**src/rtl/mem_pkg.sv**
```systemverilog
// rtl/mem_pkg.sv - shared funct3 codes, sequencer state and access-size helpers
package mem_pkg;

    localparam logic [2:0] F3_B  = 3'b000;
    localparam logic [2:0] F3_H  = 3'b001;
    localparam logic [2:0] F3_W  = 3'b010;
    localparam logic [2:0] F3_BU = 3'b100;
    localparam logic [2:0] F3_HU = 3'b101;

    typedef enum logic [1:0] {
        S_IDLE    = 2'd0,
        S_LD_HI   = 2'd1,
        S_ST_BYTE = 2'd2
    } seq_state_t;

    // Unsupported codes count as single bytes so they are never split.
    function automatic logic [2:0] access_size(input logic [2:0] f3);
        case (f3)
            F3_W:        return 3'd4;
            F3_H, F3_HU: return 3'd2;
            default:     return 3'd1;
        endcase
    endfunction

    function automatic logic is_misaligned(input logic [2:0] f3, input logic [1:0] offset);
        case (f3)
            F3_W:        return offset != 2'd0;
            F3_H, F3_HU: return offset == 2'd3;
            default:     return 1'b0;
        endcase
    endfunction

endpackage

```
**src/rtl/mem_load_merge.sv**
```systemverilog
// rtl/mem_load_merge.sv - selects and extends load bytes from a {hi, lo} word pair
module mem_load_merge
    import mem_pkg::*;
#(
    parameter int DATA_W = 32
) (
    input  logic [DATA_W-1:0] hi,
    input  logic [DATA_W-1:0] lo,
    input  logic [1:0]        offset,
    input  logic [2:0]        funct3,
    output logic [DATA_W-1:0] result
);

    logic [2*DATA_W-1:0] pair;
    logic [DATA_W-1:0]   shifted;

    always_comb begin
        pair    = {hi, lo};
        shifted = DATA_W'(pair >> {offset, 3'b000});
        case (funct3)
            F3_B:    result = {{(DATA_W-8){shifted[7]}}, shifted[7:0]};
            F3_BU:   result = {{(DATA_W-8){1'b0}}, shifted[7:0]};
            F3_H:    result = {{(DATA_W-16){shifted[15]}}, shifted[15:0]};
            F3_HU:   result = {{(DATA_W-16){1'b0}}, shifted[15:0]};
            default: result = shifted;
        endcase
    end

endmodule

```
**src/rtl/mem_align_sequencer.sv**
```systemverilog
// rtl/mem_align_sequencer.sv - splits misaligned loads/stores into aligned memory ops; MEM_MISALIGN_TRAP_EN traps instead
module mem_align_sequencer
    import mem_pkg::*;
#(
    parameter int DM_ADDRESS = 9,
    parameter int DATA_W     = 32
) (
    input  logic                  clk,
    input  logic                  rst_n,
    input  logic                  req_valid,
    input  logic                  req_read,
    input  logic                  req_write,
    input  logic [DM_ADDRESS-1:0] req_addr,
    input  logic [DATA_W-1:0]     req_wdata,
    input  logic [2:0]            req_funct3,
    output logic                  stall,
    output logic                  resp_valid,
    output logic [DATA_W-1:0]     resp_rdata,
    output logic                  MemRead,
    output logic                  MemWrite,
    output logic [DM_ADDRESS-1:0] a,
    output logic [DATA_W-1:0]     wd,
    output logic [2:0]            Funct3,
    input  logic [DATA_W-1:0]     rd
`ifdef MEM_MISALIGN_TRAP_EN
    ,
    output logic                  misalign_trap
`endif
);

    seq_state_t            state, next_state;
    logic [1:0]            counter, next_counter;
    logic [DATA_W-1:0]     lo_word;
    logic [DM_ADDRESS-1:0] cap_addr;
    logic [DATA_W-1:0]     cap_wdata;
    logic [2:0]            cap_funct3;

    logic                  req_mis;
    logic                  load_lo, capture;
    logic [1:0]            byte_k;
    logic                  o_stall, o_resp, o_read, o_write;
    logic [DM_ADDRESS-1:0] o_a;
    logic [DATA_W-1:0]     o_wd;
    logic [2:0]            o_f3;

    logic [DATA_W-1:0]     m_hi, m_lo, merged;
    logic [1:0]            m_off;
    logic [2:0]            m_f3;

    assign req_mis = req_valid && (req_read || req_write)
                     && is_misaligned(req_funct3, req_addr[1:0]);

    // counter holds the bytes still to be written, so the byte index is size - counter
    assign byte_k = 2'(access_size(cap_funct3) - {1'b0, counter});

    always_comb begin
        next_state   = state;
        next_counter = counter;
        load_lo      = 1'b0;
        capture      = 1'b0;
        o_stall      = 1'b0;
        o_resp       = 1'b0;
        o_read       = 1'b0;
        o_write      = 1'b0;
        o_a          = '0;
        o_wd         = '0;
        o_f3         = '0;
        case (state)
            S_IDLE: begin
                if (req_valid) begin
                    if (!req_mis) begin
                        o_read  = req_read;
                        o_write = req_write;
                        o_a     = req_addr;
                        o_wd    = req_wdata;
                        o_f3    = req_funct3;
                        o_resp  = req_read;
                    end
`ifndef MEM_MISALIGN_TRAP_EN
                    else if (req_read) begin
                        o_read     = 1'b1;
                        o_a        = {req_addr[DM_ADDRESS-1:2], 2'b00};
                        o_f3       = F3_W;
                        o_stall    = 1'b1;
                        load_lo    = 1'b1;
                        capture    = 1'b1;
                        next_state = S_LD_HI;
                    end else begin
                        o_write      = 1'b1;
                        o_a          = req_addr;
                        o_wd         = {{(DATA_W-8){1'b0}}, req_wdata[7:0]};
                        o_f3         = F3_B;
                        o_stall      = 1'b1;
                        capture      = 1'b1;
                        next_counter = 2'(access_size(req_funct3) - 3'd1);
                        next_state   = S_ST_BYTE;
                    end
`endif
                end
            end
            S_LD_HI: begin
                o_read     = 1'b1;
                o_a        = {cap_addr[DM_ADDRESS-1:2], 2'b00} + DM_ADDRESS'(4);
                o_f3       = F3_W;
                o_resp     = 1'b1;
                next_state = S_IDLE;
            end
            S_ST_BYTE: begin
                o_write      = 1'b1;
                o_a          = cap_addr + DM_ADDRESS'(byte_k);
                o_wd         = {{(DATA_W-8){1'b0}}, cap_wdata[{byte_k, 3'b000} +: 8]};
                o_f3         = F3_B;
                o_stall      = counter > 2'd1;
                next_counter = counter - 2'd1;
                if (counter <= 2'd1) next_state = S_IDLE;
            end
            default: next_state = S_IDLE;
        endcase
    end

    always_comb begin
        if (state == S_LD_HI) begin
            m_hi  = rd;
            m_lo  = lo_word;
            m_off = cap_addr[1:0];
            m_f3  = cap_funct3;
        end else begin
            m_hi  = '0;
            m_lo  = rd;
            m_off = 2'd0;
            m_f3  = F3_W;
        end
    end

    mem_load_merge #(.DATA_W(DATA_W)) u_merge (
        .hi     (m_hi),
        .lo     (m_lo),
        .offset (m_off),
        .funct3 (m_f3),
        .result (merged)
    );

    always_ff @(posedge clk) begin
        if (!rst_n) begin
            state      <= S_IDLE;
            counter    <= '0;
            lo_word    <= '0;
            cap_addr   <= '0;
            cap_wdata  <= '0;
            cap_funct3 <= '0;
        end else begin
            state   <= next_state;
            counter <= next_counter;
            if (load_lo) lo_word <= rd;
            if (capture) begin
                cap_addr   <= req_addr;
                cap_wdata  <= req_wdata;
                cap_funct3 <= req_funct3;
            end
        end
    end

`ifdef MEM_MISALIGN_TRAP_EN
    always_ff @(posedge clk) begin
        if (!rst_n) misalign_trap <= 1'b0;
        else        misalign_trap <= (state == S_IDLE) && req_mis;
    end
`endif

    // Outputs are forced quiet during reset so an aborted store writes nothing more.
    assign stall      = rst_n & o_stall;
    assign resp_valid = rst_n & o_resp;
    assign MemRead    = rst_n & o_read;
    assign MemWrite   = rst_n & o_write;
    assign a          = rst_n ? o_a  : '0;
    assign wd         = rst_n ? o_wd : '0;
    assign Funct3     = rst_n ? o_f3 : '0;
    assign resp_rdata = (rst_n && o_resp) ? merged : '0;

endmodule

```
**config.mk**
```make
export PLATFORM = sky130hd
export DESIGN_NAME = mem_align_sequencer
export DESIGN_NICKNAME = d
export VERILOG_FILES = /design/src/rtl/mem_pkg.sv /design/src/rtl/mem_load_merge.sv /design/src/rtl/mem_align_sequencer.sv
export SDC_FILE = /design/constraint.sdc
export NUM_CORES = 1
export LEC_CHECK = 0
export CAP_MARGIN = 10
export CORE_MARGIN = 2
export CORE_UTILIZATION = 52
export DETAILED_ROUTE_END_ITERATION = 10
export GPL_TIMING_DRIVEN = 0
export HOLD_SLACK_MARGIN = 0.06
export PLACE_DENSITY = 0.95
export SYNTH_ARGS = -nofsm -noshare
export SYNTH_HDL_FRONTEND = slang
export SYNTH_SLANG_ARGS = --single-unit
```
**constraint.sdc**
```tcl
create_clock -name clk -period 6.65 [get_ports clk]
set_input_delay 1.33 -clock clk [delete_from_list [all_inputs] [get_ports clk]]
set_output_delay 1.33 -clock clk [all_outputs]
set_load 0.01 [all_outputs]
```
== After elaboration in Yosys (flattened, before gate mapping) ==
Index checks and enable logic that the tools add are counted.
Operators by class
  add/sub/neg operators: 5
  magnitude comparators: 2
  equality and inequality tests: 16
  shifts and indexed selects: 2
  mux-type cells: 55
  bitwise operators: 4
  reduce and logical (&&, ||, !) cells: 12
Operators by type and width (number)
  $mux W32: 6
  $pmux W32 S4: 1
  $pmux W32 S2: 1
  $shr A64 B5 Y32: 1
  $shiftx A32 B6 Y8: 1
  $mux W2: 15
  $pmux W9 S3: 1
  $mux W9: 2
  $pmux W2 S2: 4
  $mux W1: 14
  $eq A3 B3 Y1 const B: 4
  $mux W3: 4
  $pmux W1 S2: 5
  $add A9 B2 Y9: 1
  $add A9 B3 Y9 const B: 1
  $eq A3 B1 Y1 const B: 3
  $mux W8: 1
  $ne A2 B2 Y1 const B: 4
  $eq A3 B2 Y1 const B: 2
  $pmux W3 S2: 1
  $and A1 B1 Y1: 4
  $eq A2 B2 Y1 const B: 2
  $reduce_and A4 Y1: 1
  $reduce_bool A2 Y1: 2
  11 further kinds: 15
Word-level totals
  register bits: 80
  bits of input ports: 81
  word-level logic and storage cells: 102

== Logic depth before layout (Yosys ltp) ==
Gate-level depths: netlist (run 1).
  word-level depth: 12
  depth in mapped cells: 13
  mapped depth without buffers: 12

== Modules after synthesis ==
Synthesis (run 1) repeated with hierarchy kept, for this count alone.
Unflattened totals
  cell total of the unflattened synthesis: 820
  area total of the unflattened synthesis: 6172.2 µm²
Modules (own cells, without submodules)
  mem_align_sequencer: instances 1, cells an instance 719, area each 5052.3 µm²
  mem_load_merge: instances 1, cells an instance 101, area each 1119.8 µm²

== Least setup slack after synthesis (run 1) ==
OpenSTA, ideal clock, no wires.
  path kind: input-to-output
  start: input req_read
  end: output resp_rdata[21]
  arrival: 2.692 ns
  required time: 5.320 ns
  path slack: 2.628 ns
  stages: 8
  cell sequence: buf_2 > a21oi_1 > nor3_1 > o21ai_2 > inv_2 > nand2_2 > buf_4 > nor2_1
On the way
  longest elaborated chain between the ends: 8
RTL lines
  start, declared: line mem_align_sequencer.sv:11  | input logic req_read,
  $logic_or A1 B1 Y1: line mem_align_sequencer.sv:50  | assign req_mis = req_valid && (req_read || req_write)
  $logic_and A1 B1 Y1: line mem_align_sequencer.sv:50
  $logic_and A1 B1 Y1: line mem_align_sequencer.sv:51  | && is_misaligned(req_funct3, req_addr[1:0]);
  $mux W1 *: line mem_align_sequencer.sv:71  | if (!req_mis) begin
  $mux W1 *: line mem_align_sequencer.sv:70  | if (req_valid) begin
  $pmux W1 S2 *: line mem_align_sequencer.sv:68  | case (state)
  $logic_and A1 B1 Y1 *: line mem_align_sequencer.sv:178  | assign resp_rdata = (rst_n && o_resp) ? merged : '0;
  $mux W32 *: line mem_align_sequencer.sv:178
  end, declared: line mem_align_sequencer.sv:18  | output logic [DATA_W-1:0] resp_rdata,
Every way passes the cells marked *; elsewhere a longest branch is shown, timed or not.

== Worst setup path in the final report (run 1) ==
  start: register cap_funct3[1]
  end: output a[5]
On the way
  longest elaborated chain between the ends: 7
  elaborated cells on any way between the ends: 9
RTL lines
  start, declared: line mem_align_sequencer.sv:36  | logic [2:0] cap_funct3;
  start signal, assigned: line mem_align_sequencer.sv:158  | cap_funct3 <= req_funct3;
  $eq A3 B1 Y1 or $eq A3 B3 Y1 (tied branches): line mem_pkg.sv:18  | case (f3)
  $reduce_or A2 Y1: line mem_pkg.sv:18
  $pmux W2 S2 *: line mem_pkg.sv:18
  $sub A2 B2 Y2 *: line mem_align_sequencer.sv:54  | assign byte_k = 2'(access_size(cap_funct3) - {1'b0, counter});
  $add A9 B2 Y9 *: line mem_align_sequencer.sv:110  | o_a = cap_addr + DM_ADDRESS'(byte_k);
  $pmux W9 S3 *: line mem_align_sequencer.sv:68
  $mux W9 *: line mem_align_sequencer.sv:175  | assign a = rst_n ? o_a : '0;
  end, declared: line mem_align_sequencer.sv:21  | output logic [DM_ADDRESS-1:0] a,
Marks and branches as above.

==> metrics, run 1 <==
status=completed; Worst Hold Slack=0.464 ns; Yosys reg bits=80; H-Tree Depth=3; antenna violations before repair=0; hold_buf cts=0; average cell area after synthesis=7.71 um^2; NumNets Final=958; Synth top area share=29.6%; ys flop type=dfxtp_1; Mapped Cells=702; clock buffer depth=2; I/O Pins=161; largest family of logic cells by synthesized area=simple AND/OR/NAND/NOR gates; GRT overflow=0; die area=11,200 um^2; drt initial violations=790; Worst Path Arrival=4.12 ns; total wire length=19,700 um; simple-gate share of the synthesized area=25.2%; mux cell area share after synthesis=13.5%; post-synth net total=789; Final period util=82.0%; Final Critical Period=5.45 ns; Routed Antenna Nets=0; n_diodes=0; pin count of the biggest net entering global routing=15; Synth Area in Compound Gates=22.4%; DRC=0; CP cell instances=nand2b_1 -> nand2_1 -> ha_1 -> xor2_2 -> xnor2_2 -> buf_2 -> ha_1 -> a21oi_1 -> o21ai_0 -> a41oi_1 -> a31oi_1 -> o21a_1 -> clkdlybuf4s50_1; static leakage=2.67 nW; Worst Max-Slew Pin Slew=0.982 ns; Yosys warning total=0; total number of vias=6,369; vias in the first global route=5,752; Max Clk Rate=0.183 GHz; RSZ-0062 raised after global routing=no; setup TNS=0 ns; Synth Cell Area=5420 um^2; most frequent cell after synthesis=nand2_1; GRT Total Usage=33.6%; Avg WL per Cell=19.4 um; Final Cell Area=7380 um^2; Synth area leader=dfxtp_1; asr flop ratio synth=0%; cell at the slowest stage of the critical path=clkdlybuf4s50_1; Final Hold Viols=0; CP required=5.32 ns; Post-synth EDFFs=0; Core ar.=10,200 um^2; Placement Cell Area=7170 um^2; Root Buffer=clkbuf_8; post-synth cell types=55; Die Width=106 um; Setup crit start kind=register; Final Max Tran Viols=0; xor/xnor share of the synthesized area=1.09%; hpwl dp=14,400 um; Slew HR=34.0%; CTS tree=done; Critical Path Most Common Cell=ha_1; clock skew=0.0129 ns; top cells by count, synth=nand2_1, dfxtp_1, a21oi_1; Critical Path Max Stage Delay=0.48 ns; # rows=37; synth top area cells=dfxtp_1, mux4_2, nand2_1, a21oi_1, o21ai_0; Initial Util=52.9%; Clock transition at path regs=0.08 ns; worst-case vdd ir drop=0.138 mV; Adder-Cell Fraction of Synth Area=1.52%; HP Class=reg -> reg; fraction of layout cells with a size suffix above 1=10.7%; area grow syn2layout=36.3%; Num Clock Sinks=80; crit path capture type=output pin; # port buffers=158; Clock Latency Late Sink=0.37 ns; setup slack after layout=1.20 ns; MaxCap Viol Count=0; CTS Buf Count=9; PwrDens=158 nW/um^2; detailed-route vias per instance=6.29; pre-CTS WS=1.40 ns; final number of setup-violating endpoints=0; Pre-Repair DR Iteration Count=7; first-pass GRT wire length=29,700 um; Crit Path Class=reg -> out; Post-CTS Resized=0; Final GP Congestion=1.00; die height=106 um; crit-path max FO=10; Seq/Total Area, Yosys=29.6%; setup bufs post-CTS=0
flip-flops by register name (all words and copies together), names as in the netlist:
name	flops
cap_addr	9
cap_funct3	3
cap_wdata	32
counter	2
lo_word	32
state	2
critical path: cells and delay by family (launching register included):
family          cells  cell delay [ns]
compound gates      5             1.07
xor+xnor            2             0.57
fa+ha+maj           2             0.50
simple gates        2             0.38
buf+inv             2             0.83
flops               1             0.42
routing by layer:
layer / track usage (%) / share of wire, %
met4: 12.1 / 3.4
met2: 53.5 / 46
met5: 0 / 0
met3: 8.15 / 13
met1: 44.5 / 38
placed cells by master, fill, tap and decap left out, drive strengths merged, types with 33 or more instances in the layout:
cell type / synthesis / routed
clkdlybuf4s50: 0 / 158
clkbuf: 31 / 42
buf: 33 / 33
nand3: 37 / 37
nor2: 42 / 42
a21oi: 71 / 71
o22ai: 34 / 34
o21ai: 53 / 53
nand2: 164 / 164
dfxtp: 80 / 80
logic make-up (layout without fill, tap and decap cells):
family,count (synthesis),after routing
compound gates,203,203
xor+xnor,5,5
fa+ha+maj,6,6
buf+inv,73,247
flops,80,80
mux,33,33
simple gates,302,302
through the flow:
stage / cells / power (mW) / util [%]
finish: 1012 / 1.17 / 72.2
global route: 1012 / 1.19 / 72.2
CTS: 1012 / 1.15 / 72.2
detailed placement: 996 / 0.768 / 70.1
global placement: 996 / 0.764 / 70.1
floorplan: 702 / 0.635 / -
report_power, final:
| group | total (mW) | internal [mW] | switching [mW] |
|---|---|---|---|
| clock network | 0.400 | 0.197 | 0.203 |
| registers | 0.502 | 0.490 | 0.0116 |
| logic | 0.265 | 0.131 | 0.134 |
worst paths after layout:
path | from | to | slack, ns | cells after the start
max | cap_funct3[1] | a[5] | 1.20 | 13
min | cap_wdata[14] | cap_wdata[14] | 0.46 | 2
min reg2reg | cap_wdata[14] | cap_wdata[14] | 0.46 | 2
max reg2reg | state[0] | cap_wdata[3] | 4.84 | 7
cell type report:
type                       count  area, um^2
clock inverter                 5        65.1
inverter                       9        33.8
fill                         776        2850
buffer                        64         328
multi-input combinational    549        3450
clock buffer                  11         151
sequential                    80        1600
tap                          136         170
timing repair buffer         158        1580
Note: power is estimated with default switching activity, not from simulation.
==> run 2, diff against run 1 <==
Settings changed: CORE_UTILIZATION 52 to 48, PLACE_DENSITY 0.95 to 0.89.
Clock period 6.65 ns to 5.7 ns, I/O delays scaled along.
==> metrics, run 2 (synthesized netlist as in run 1, its figures left out) <==
status=completed (unchanged); hold_buf cts=0 (unchanged); Top Registers=cap_wdata (32), lo_word (32), cap_addr (9) (unchanged); Crit Path Class=reg -> out (unchanged); total number of vias=6,261 (was 6,369); Worst setup startpoint=cap_funct3[1] (unchanged); Util after Layout=68.2% (was 72.2%); Reg2Reg Setup Slack=3.84 ns (was 4.84 ns); Worst Path Arrival=4.13 ns (was 4.12 ns); Num Clock Sinks=80 (unchanged); static leakage=2.70 nW (was 2.67 nW); setup TNS=0 ns (unchanged); PwrDens=197 nW/um^2 (was 158 nW/um^2); worst-case vdd ir drop=0.172 mV (was 0.138 mV); Cells on Worst Hold Path=2 (unchanged); final number of setup-violating endpoints=0 (unchanged); drt initial violations=717 (was 790); GRT Total Usage=32.4% (was 33.6%); H-Tree Depth=3 (unchanged); clock skew=0.00845 ns (was 0.0129 ns); # rows=38 (was 37); crit path capture type=output pin (unchanged); Final GP Congestion=0.982 (was 1.00); first-pass GRT wire length=29,900 um (was 29,700 um); Fillers=896 (was 776); Worst Max-Slew Pin Slew=0.908 ns (was 0.982 ns); DRC=0 (unchanged); Setup crit start kind=register (unchanged); antenna violations before repair=0 (unchanged); Final period util=92.5%; Root Buffer=clkbuf_16 (was clkbuf_8); most frequent cells in the layout=nand2_1, clkdlybuf4s50_1, dfxtp_1 (unchanged); hold endpoint=cap_wdata[2] (was cap_wdata[14]); area grow syn2layout=37.8% (was 36.3%); Avg WL per Cell=19.4 um (about the same); Max Clk Rate=0.190 GHz; Initial Util=49.5% (was 52.9%); leading cell type in the layout, fill and taps excluded=nand2_1 (unchanged); vias in the first global route=5,797 (was 5,752); setup bufs post-CTS=0 (unchanged); pin count of the biggest net entering global routing=16 (was 15); CTS tree=done (unchanged); CP required=4.56 ns (was 5.32 ns); I/O Pins=161 (unchanged); n_diodes=0 (unchanged); Clock transition at path regs=0.06 ns (was 0.08 ns); Slew HR=39.0% (was 34.0%); Post-CTS Resized=0 (unchanged); R2R Path End=cap_wdata[24] (was cap_wdata[3]); # port buffers=158 (unchanged); total wire length=19,700 um (about the same); Pre-Repair DR Iteration Count=5 (was 7); die area=12,100 um^2 (was 11,200 um^2); fraction of layout cells with a size suffix above 1=10.7% (unchanged); Clock Latency Late Sink=0.34 ns (was 0.37 ns); Hold Startpoint=cap_wdata[2] (was cap_wdata[14]); crit-path max FO=10 (unchanged); Routed Antenna Nets=0 (unchanged); detailed-route vias per instance=6.16 (was 6.29); die height=110 um (was 106 um); R2R depth=7 (unchanged); clock buffer depth=2 (unchanged); HP Class=reg -> reg (unchanged); CTS Buf Count=9 (unchanged); setup slack after layout=0.426 ns (was 1.20 ns); Core ar.=10,900 um^2 (was 10,200 um^2); Die Width=110 um (was 106 um); NumNets Final=958 (unchanged); r2r startpoint=state[0] (unchanged); Final Max Tran Viols=0 (unchanged); MaxCap Viol Count=0 (unchanged); pre-CTS WS=0.781 ns (was 1.40 ns); Final Critical Period=5.27 ns; hpwl dp=14,500 um (was 14,400 um); RSZ-0062 raised after global routing=no (unchanged); Final Hold Viols=0 (unchanged); GRT overflow=0 (unchanged)
## run 2: changes by cell type in the layout (fill, tap and decap cells not counted)
cell / previous run / this run
inv_8: 0 / 1
clkinv_2: 0 / 1
clkbuf_16: 0 / 9
clkinv_4: 4 / 0
bufinv_16: 1 / 0
inv_6: 0 / 3
clkinvlp_4: 0 / 1
clkbuf_8: 11 / 1
## run 2: critical path, stage by stage, from the launching register on
cell and delay, ns:
dfxtp_1 0.41, nand2b_1 0.31, nand2_1 0.11, ha_1 0.23, xor2_2 0.18, xnor2_2 0.41, buf_2 0.35, ha_1 0.28
a21oi_1 0.32, o21ai_0 0.19, a41oi_1 0.28, a31oi_1 0.07, o21a_1 0.18, clkdlybuf4s50_1 0.47
## run 2: cell type report
cell class / instances / area [um^2] / area share, %
Multi-Input combinational cell: 549 / 3450 / 46.3
Clock inverter: 6 / 50.0 / 0.671
Buffer: 64 / 328 / 4.39
Tap cell: 140 / 175 / 2.35
Inverter: 9 / 33.8 / 0.453
Sequential cell: 80 / 1600 / 21.5
Clock buffer: 10 / 239 / 3.20
Timing Repair Buffer: 158 / 1580 / 21.2
## run 2: how the worst max path moves through the flow
| stage | endpoint | slack (ns) |
|---|---|---|
| floorplan | a[4] | 1.89 |
| global placement | a[1] | 0.81 |
| detailed placement | a[1] | 0.78 |
| CTS | a[5] | 0.52 |
| global route | a[5] | 0.22 |
| finish | a[5] | 0.43 |
## run 2: through the flow
step           total power [mW]  std cells  hold slack (ns)  instance area (um^2)
2_1_floorplan             0.741        702            0.436                  5420
3_3_place_gp              0.892       1000            0.447                  7170
3_5_place_dp              0.896       1000            0.450                  7170
4_1_cts                    1.45       1016            0.459                  7460
5_1_grt                    1.51       1016            0.470                  7460
6_report                   1.47       1016            0.458                  7460
## run 2: power by group
part | internal [mW] | switching, mW | total, mW
Clock | 0.314 | 0.259 | 0.573
Sequential | 0.572 | 0.0132 | 0.586
Combinational | 0.153 | 0.155 | 0.307
## run 2: per-layer routing
metal / GRT usage (%) / routed length (um)
met1: 41.9 / 7350
met2: 50.8 / 9180
met3: 9.41 / 2540
met4: 13.6 / 650
met5: 0 / 0
==> run 3, diff against run 2 <==
Settings changed: PLACE_DENSITY 0.89 to 0.81.
==> metrics, run 3 (synthesized netlist as in run 1, its figures left out) <==
Root Buffer=clkbuf_16 (unchanged); setup slack after layout=0.454 ns (was 0.426 ns); Initial Util=49.5% (unchanged); CP required=4.56 ns (about the same); # rows=38 (unchanged); Worst Max-Slew Pin Slew=1.30 ns (was 0.908 ns); Hold Startpoint=cap_wdata[3] (was cap_wdata[2]); Final period util=92.0% (was 92.5%); most frequent cells in the layout=nand2_1, clkdlybuf4s50_1, dfxtp_1 (unchanged); GRT Total Usage=33.4% (was 32.4%); R2R Path End=cap_funct3[1] (was cap_wdata[24]); Reg2Reg Setup Slack=3.89 ns (was 3.84 ns); Top Registers=cap_wdata (32), lo_word (32), cap_addr (9) (unchanged); setup TNS=0 ns (unchanged); total wire length=20,300 um (was 19,700 um); pre-CTS WS=0.781 ns (about the same); Final Cell Area=7490 um^2 (was 7460 um^2); number of cells after detailed placement=1,000 (unchanged); CTS tree=done (unchanged); Die Width=110 um (unchanged); worst-case vdd ir drop=0.117 mV (was 0.172 mV); hold endpoint=cap_wdata[3] (was cap_wdata[2]); I/O Pins=161 (unchanged); Routed Antenna Nets=0 (unchanged); Num Clock Sinks=80 (unchanged); GRT overflow=0 (unchanged); fraction of layout cells with a size suffix above 1=10.7% (unchanged); first-pass GRT wire length=30,900 um (was 29,900 um); Final Max Tran Viols=0 (unchanged); pin count of the biggest net entering global routing=15 (was 16); setup bufs post-CTS=0 (unchanged); Final Hold Viols=0 (unchanged); HP Class=reg -> reg (unchanged); DRC=0 (unchanged); Post-CTS Resized=0 (unchanged); r2r startpoint=state[0] (unchanged); CTS Buf Count=9 (unchanged); Critical Path Most Common Cell=ha_1 (unchanged); hpwl dp=14,900 um (was 14,500 um); die height=110 um (unchanged); cell at the slowest stage of the critical path=clkdlybuf4s50_1 (unchanged); Max Clk Rate=0.191 GHz (was 0.190 GHz); total chip power=1.51 mW (was 1.47 mW); Critical Path Max Stage Delay=0.47 ns (about the same); Clock transition at path regs=0.06 ns (about the same); crit path capture type=output pin (unchanged); drt initial violations=623 (was 717); Core ar.=10,900 um^2 (unchanged); Final GP Congestion=0.960 (was 0.982); Avg WL per Cell=20.0 um (was 19.4 um); Setup crit start kind=register (unchanged); static leakage=2.71 nW (was 2.70 nW); Final Critical Period=5.25 ns (was 5.27 ns); clock skew=0.00563 ns (was 0.00845 ns); Crit Path Class=reg -> out (unchanged); status=completed (unchanged); Placement Cell Area=7170 um^2 (unchanged); Pre-Repair DR Iteration Count=6 (was 5); Clock Latency Late Sink=0.34 ns (about the same); Worst Path Arrival=4.11 ns (was 4.13 ns); Slew HR=12.5% (was 39.0%); Worst Hold Slack=0.459 ns (was 0.458 ns); H-Tree Depth=3 (unchanged); PwrDens=202 nW/um^2 (was 197 nW/um^2); Layout Cells excl Fill=1,016 (unchanged); final number of setup-violating endpoints=0 (unchanged); total number of vias=6,374 (was 6,261); hold_buf cts=0 (unchanged); die area=12,100 um^2 (unchanged); RSZ-0062 raised after global routing=no (unchanged); NumNets Final=958 (unchanged); Util after Layout=68.5% (was 68.2%); leading cell type in the layout, fill and taps excluded=nand2_1 (unchanged); area grow syn2layout=38.3% (was 37.8%); n_diodes=0 (unchanged); antenna violations before repair=0 (unchanged); CP cell instances=nand2b_1 -> nand2_1 -> ha_1 -> xor2_2 -> xnor2_2 -> buf_2 -> ha_1 -> a21oi_1 -> o21ai_0 -> a41oi_1 -> a31oi_1 -> o21a_1 -> clkdlybuf4s50_1 (unchanged); MaxCap Viol Count=0 (unchanged); # port buffers=158 (unchanged); clock buffer depth=2 (unchanged); detailed-route vias per instance=6.27 (was 6.16); crit-path max FO=10 (unchanged); Cells on Worst Hold Path=2 (unchanged); R2R depth=7 (unchanged); vias in the first global route=6,085 (was 5,797)
run 3: cell types whose count changed in the layout (fill, tap and decap cells not counted):
| cell | delta |
|---|---|
| bufinv_16 | +1 |
| clkbuf_8 | +1 |
| clkinv_2 | -1 |
| clkinvlp_4 | +1 |
| inv_6 | -1 |
| inv_8 | -1 |
run 3: worst max-delay path by stage:
stage,start,to,slack [ns],cells after the start
floorplan,cap_funct3[1],a[4],1.89,12
global placement,req_funct3[2],wd[20],0.83,8
detailed placement,req_funct3[2],wd[12],0.78,8
CTS,cap_funct3[1],a[5],0.54,13
global route,cap_funct3[1],a[5],0.24,13
finish,cap_funct3[1],a[5],0.45,13
run 3: area by class of cell:
cell class,count,area [um^2]
clock inverters,5,62.6
plain buffers,64,328
clock buffers,11,253
inverters,9,33.8
well taps,140,175
multi-input cells,549,3450
repair buffers,158,1580
flip-flops and latches,80,1600
fillers,923,3450
run 3: layer usage:
metal / global-route usage, % / up-vias / share of wire [%]
li1: - / 2862 / -
met1: 44.6 / 2951 / 39
met2: 51.9 / 487 / 45
met3: 6.29 / 74 / 12
met4: 16.7 / 0 / 3.7
met5: 0 / - / 0
run 3: power by group:
part | internal [mW] | switching (mW) | leakage, nW | total (mW)
Clock | 0.367 | 0.248 | 0.149 | 0.615
Combinational | 0.153 | 0.156 | 1.91 | 0.310
Sequential | 0.573 | 0.0131 | 0.647 | 0.586
run 3: worst max-delay path, delay by kind of cell (launching register included):
family | cells | cell delay, ns
flops | 1 | 0.41
fa+ha+maj | 2 | 0.49
simple gates | 2 | 0.38
buf+inv | 2 | 0.82
compound gates | 5 | 1.09
xor+xnor | 2 | 0.59
==> variant (config.mk and constraints of run 3) <==
`DATA_W` is set to 32 in 2 places; all go to 64.
--- a/src/rtl/mem_load_merge.sv
+++ b/src/rtl/mem_load_merge.sv
@@ -2,7 +2,7 @@
 module mem_load_merge
     import mem_pkg::*;
 #(
-    parameter int DATA_W = 32
+    parameter int DATA_W = 64
 ) (
     input  logic [DATA_W-1:0] hi,
     input  logic [DATA_W-1:0] lo,
--- a/src/rtl/mem_align_sequencer.sv
+++ b/src/rtl/mem_align_sequencer.sv
@@ -3,7 +3,7 @@
     import mem_pkg::*;
 #(
     parameter int DM_ADDRESS = 9,
-    parameter int DATA_W     = 32
+    parameter int DATA_W     = 64
 ) (
     input  logic                  clk,
     input  logic                  rst_n,
Interface: changed (resized rd, req_wdata, resp_rdata and wd); port bits go from 161 to 289. No check against the original RTL was run, so the function may have changed too.
==> variant against run 3 <==
- synthesized area is 44% higher
- wire length is 63% higher
- fmax is 3.1% lower
- worst setup slack worse by 0.17 ns
- sequential cell count is 32 higher
- cell area is 50% higher
- total power is 28% higher
- critical path depth stayed put
- largest cell class unchanged
- largest power group is now sequential cells
==> variant: results (changes against run 3) <==
| Item | This run | Unit | Change |
|---|---|---|---|
| Result of the run | completed | - |  |
| Critical-path cell with the highest stage delay | sky130_fd_sc_hd__fa_1 | - |  |
| Post-Route WL | 33100 | um | +63% |
| R2r worst-path depth | 8 | - | +1 |
| Setup clock skew after layout | 0.0138 | ns | +0.00814 ns |
| Port buffer count | 286 | - | +81% |
| Post-Synth XOR/XNOR Area | 0.0146 | - | +0.00374 |
| Clock transition time at the flip-flop clock pins of the worst setup and hold paths | 0.09 | ns | +0.03 ns |
| Peak supply drop | 171 | uV | +46% |
| Compound-gate portion of the synthesized area | 0.131 | - | -0.0928 |
| Min-Delay Startpoint | lo_word[1] | - |  |
| CP arrival | 4.27 | ns | +0.16 ns |
| Hold path cells | 2 | - | unchanged |
| Destination of the worst hold path | lo_word[1] | - |  |
| Violation count after the first detailed-route iteration | 1263 | - | +100% |
| Largest net degree at the start of global routing | 23 | - | +8 |
| Iteration count of the initial detailed-routing pass | 5 | - | -1 |
| Seq/Total Area, Yosys | 0.287 | - | -0.00834 |
| Total half-perimeter wirelength after legalization and detailed placement | 25500 | um | +71% |
| Global-route wire length before repair | 50600 | um | +63% |
| Dominant cells by area after synthesis | sky130_fd_sc_hd__dfxtp_1, sky130_fd_sc_hd__mux4_2, sky130_fd_sc_hd__nand3_1 | - |  |
| FF-to-FF End | lo_word[12] | - |  |
| Arithmetic-cell share of the synthesized area counting full adders, half adders and majority gates | 0.0106 | - | -0.00466 |
| GRT Resource Usage Total | 0.372 | - | +0.0376 |
| Leak pwr | 4.35 | nW | +61% |
| Number of nets produced by synthesis | 1148 | - | +46% |
| Worst R2R Start | state[1] | - |  |
| Net count of the finished layout | 1445 | - | +51% |
| Fraction of final layout cells sized beyond drive strength 1 | 0.0878 | - | -0.0195 |
| Multiplexer share of the synthesized area | 0.183 | - | +0.0476 |
| Post-synth cell types | 51 | - | -7.3% |
| RePlAce Congestion | 1.00 | - | +4.5% |
| Number of global-route vias before repair | 8813 | - | +45% |
| Least-Margin Pin Slew | 0.866 | ns | -0.437 ns |
| Kind of cell with the highest combined delay on the critical path | buffers and inverters | - |  |
| Register-to-Register Setup Slack | 3.52 | ns | -0.37 ns |
| Source-to-sink clock delay at the later pin of the worst-skew pair | 0.37 | ns | +0.03 ns |
| Commonest cells post-synth | sky130_fd_sc_hd__nand3_1, sky130_fd_sc_hd__nand2_1, sky130_fd_sc_hd__dfxtp_1, sky130_fd_sc_hd__nor2_1, sky130_fd_sc_hd__o22ai_1 | - |  |
| Top flop regs | lo_word (64), cap_wdata (32), cap_addr (9) | - |  |
| Vias per inst | 6.24 | - | -0.58% |
==> variant: timing repair <==
item,4_1_cts,5_1_grt
hold buffers,0,0
setup buffers,0,0
endpoints found under the setup margin,0,4
resized for setup,0,1
==> variant: where the power goes <==
group	switching, mW	internal (mW)	leakage [nW]
Sequential	0.0187	0.797	0.905
Clock	0.349	0.317	0.150
Combinational	0.215	0.230	3.29
==> variant: kinds of logic after synthesis <==
family	Yosys count
AND/OR/NAND/NOR	523
AO/OA/AOI/OAI	158
buffers and inverters	113
flip-flops	112
multiplexers	72
XOR/XNOR	13
adder cells (fa/ha/maj)	6
==> variant: stage by stage <==
| step | setup WS (ns) | area [um^2] | hold slack, ns | cells |
|---|---|---|---|---|
| 3_3_place_gp | 0.546 | 10900 | 0.435 | 1499 |
| 5_1_grt | 0.0388 | 11200 | 0.481 | 1515 |
| 4_1_cts | 0.169 | 11200 | 0.455 | 1515 |
| 6_report | 0.289 | 11200 | 0.457 | 1515 |
| 2_1_floorplan | 1.68 | 7800 | 0.427 | 997 |
| 3_5_place_dp | 0.579 | 10900 | 0.443 | 1499 |
==> variant: metal layers <==
| metal | vias up | wire length, um | share of wire | GRT usage |
|---|---|---|---|---|
| met4 | 0 | 1000 | 0.030 | 0.107 |
| li1 | 4204 | - | - | - |
| met2 | 711 | 14700 | 0.44 | 0.574 |
| met5 | - | 0 | 0 | 0 |
| met3 | 94 | 3990 | 0.12 | 0.0899 |
| met1 | 4440 | 13400 | 0.40 | 0.518 |
==> variant: cell type report <==
class	count	area [um^2]
buffer	105	449
tap	216	270
sequential	112	2240
multi-input combinational	772	5090
fill	1375	4640
clock inverter	7	81.3
clock buffer	9	225
inverter	8	30.0
timing repair buffer	286	2860
==> variant: worst max path at each step <==
stage	start	endpoint	slack [ns]	cells past startpoint
final	cap_funct3[1]	a[4]	0.29	13
after global routing	cap_funct3[1]	a[4]	0.04	13
after CTS	cap_funct3[1]	a[4]	0.17	13
after detailed placement	cap_funct3[1]	a[4]	0.58	13
after global placement	req_funct3[1]	resp_rdata[30]	0.55	8
after floorplan	cap_funct3[1]	a[4]	1.68	12
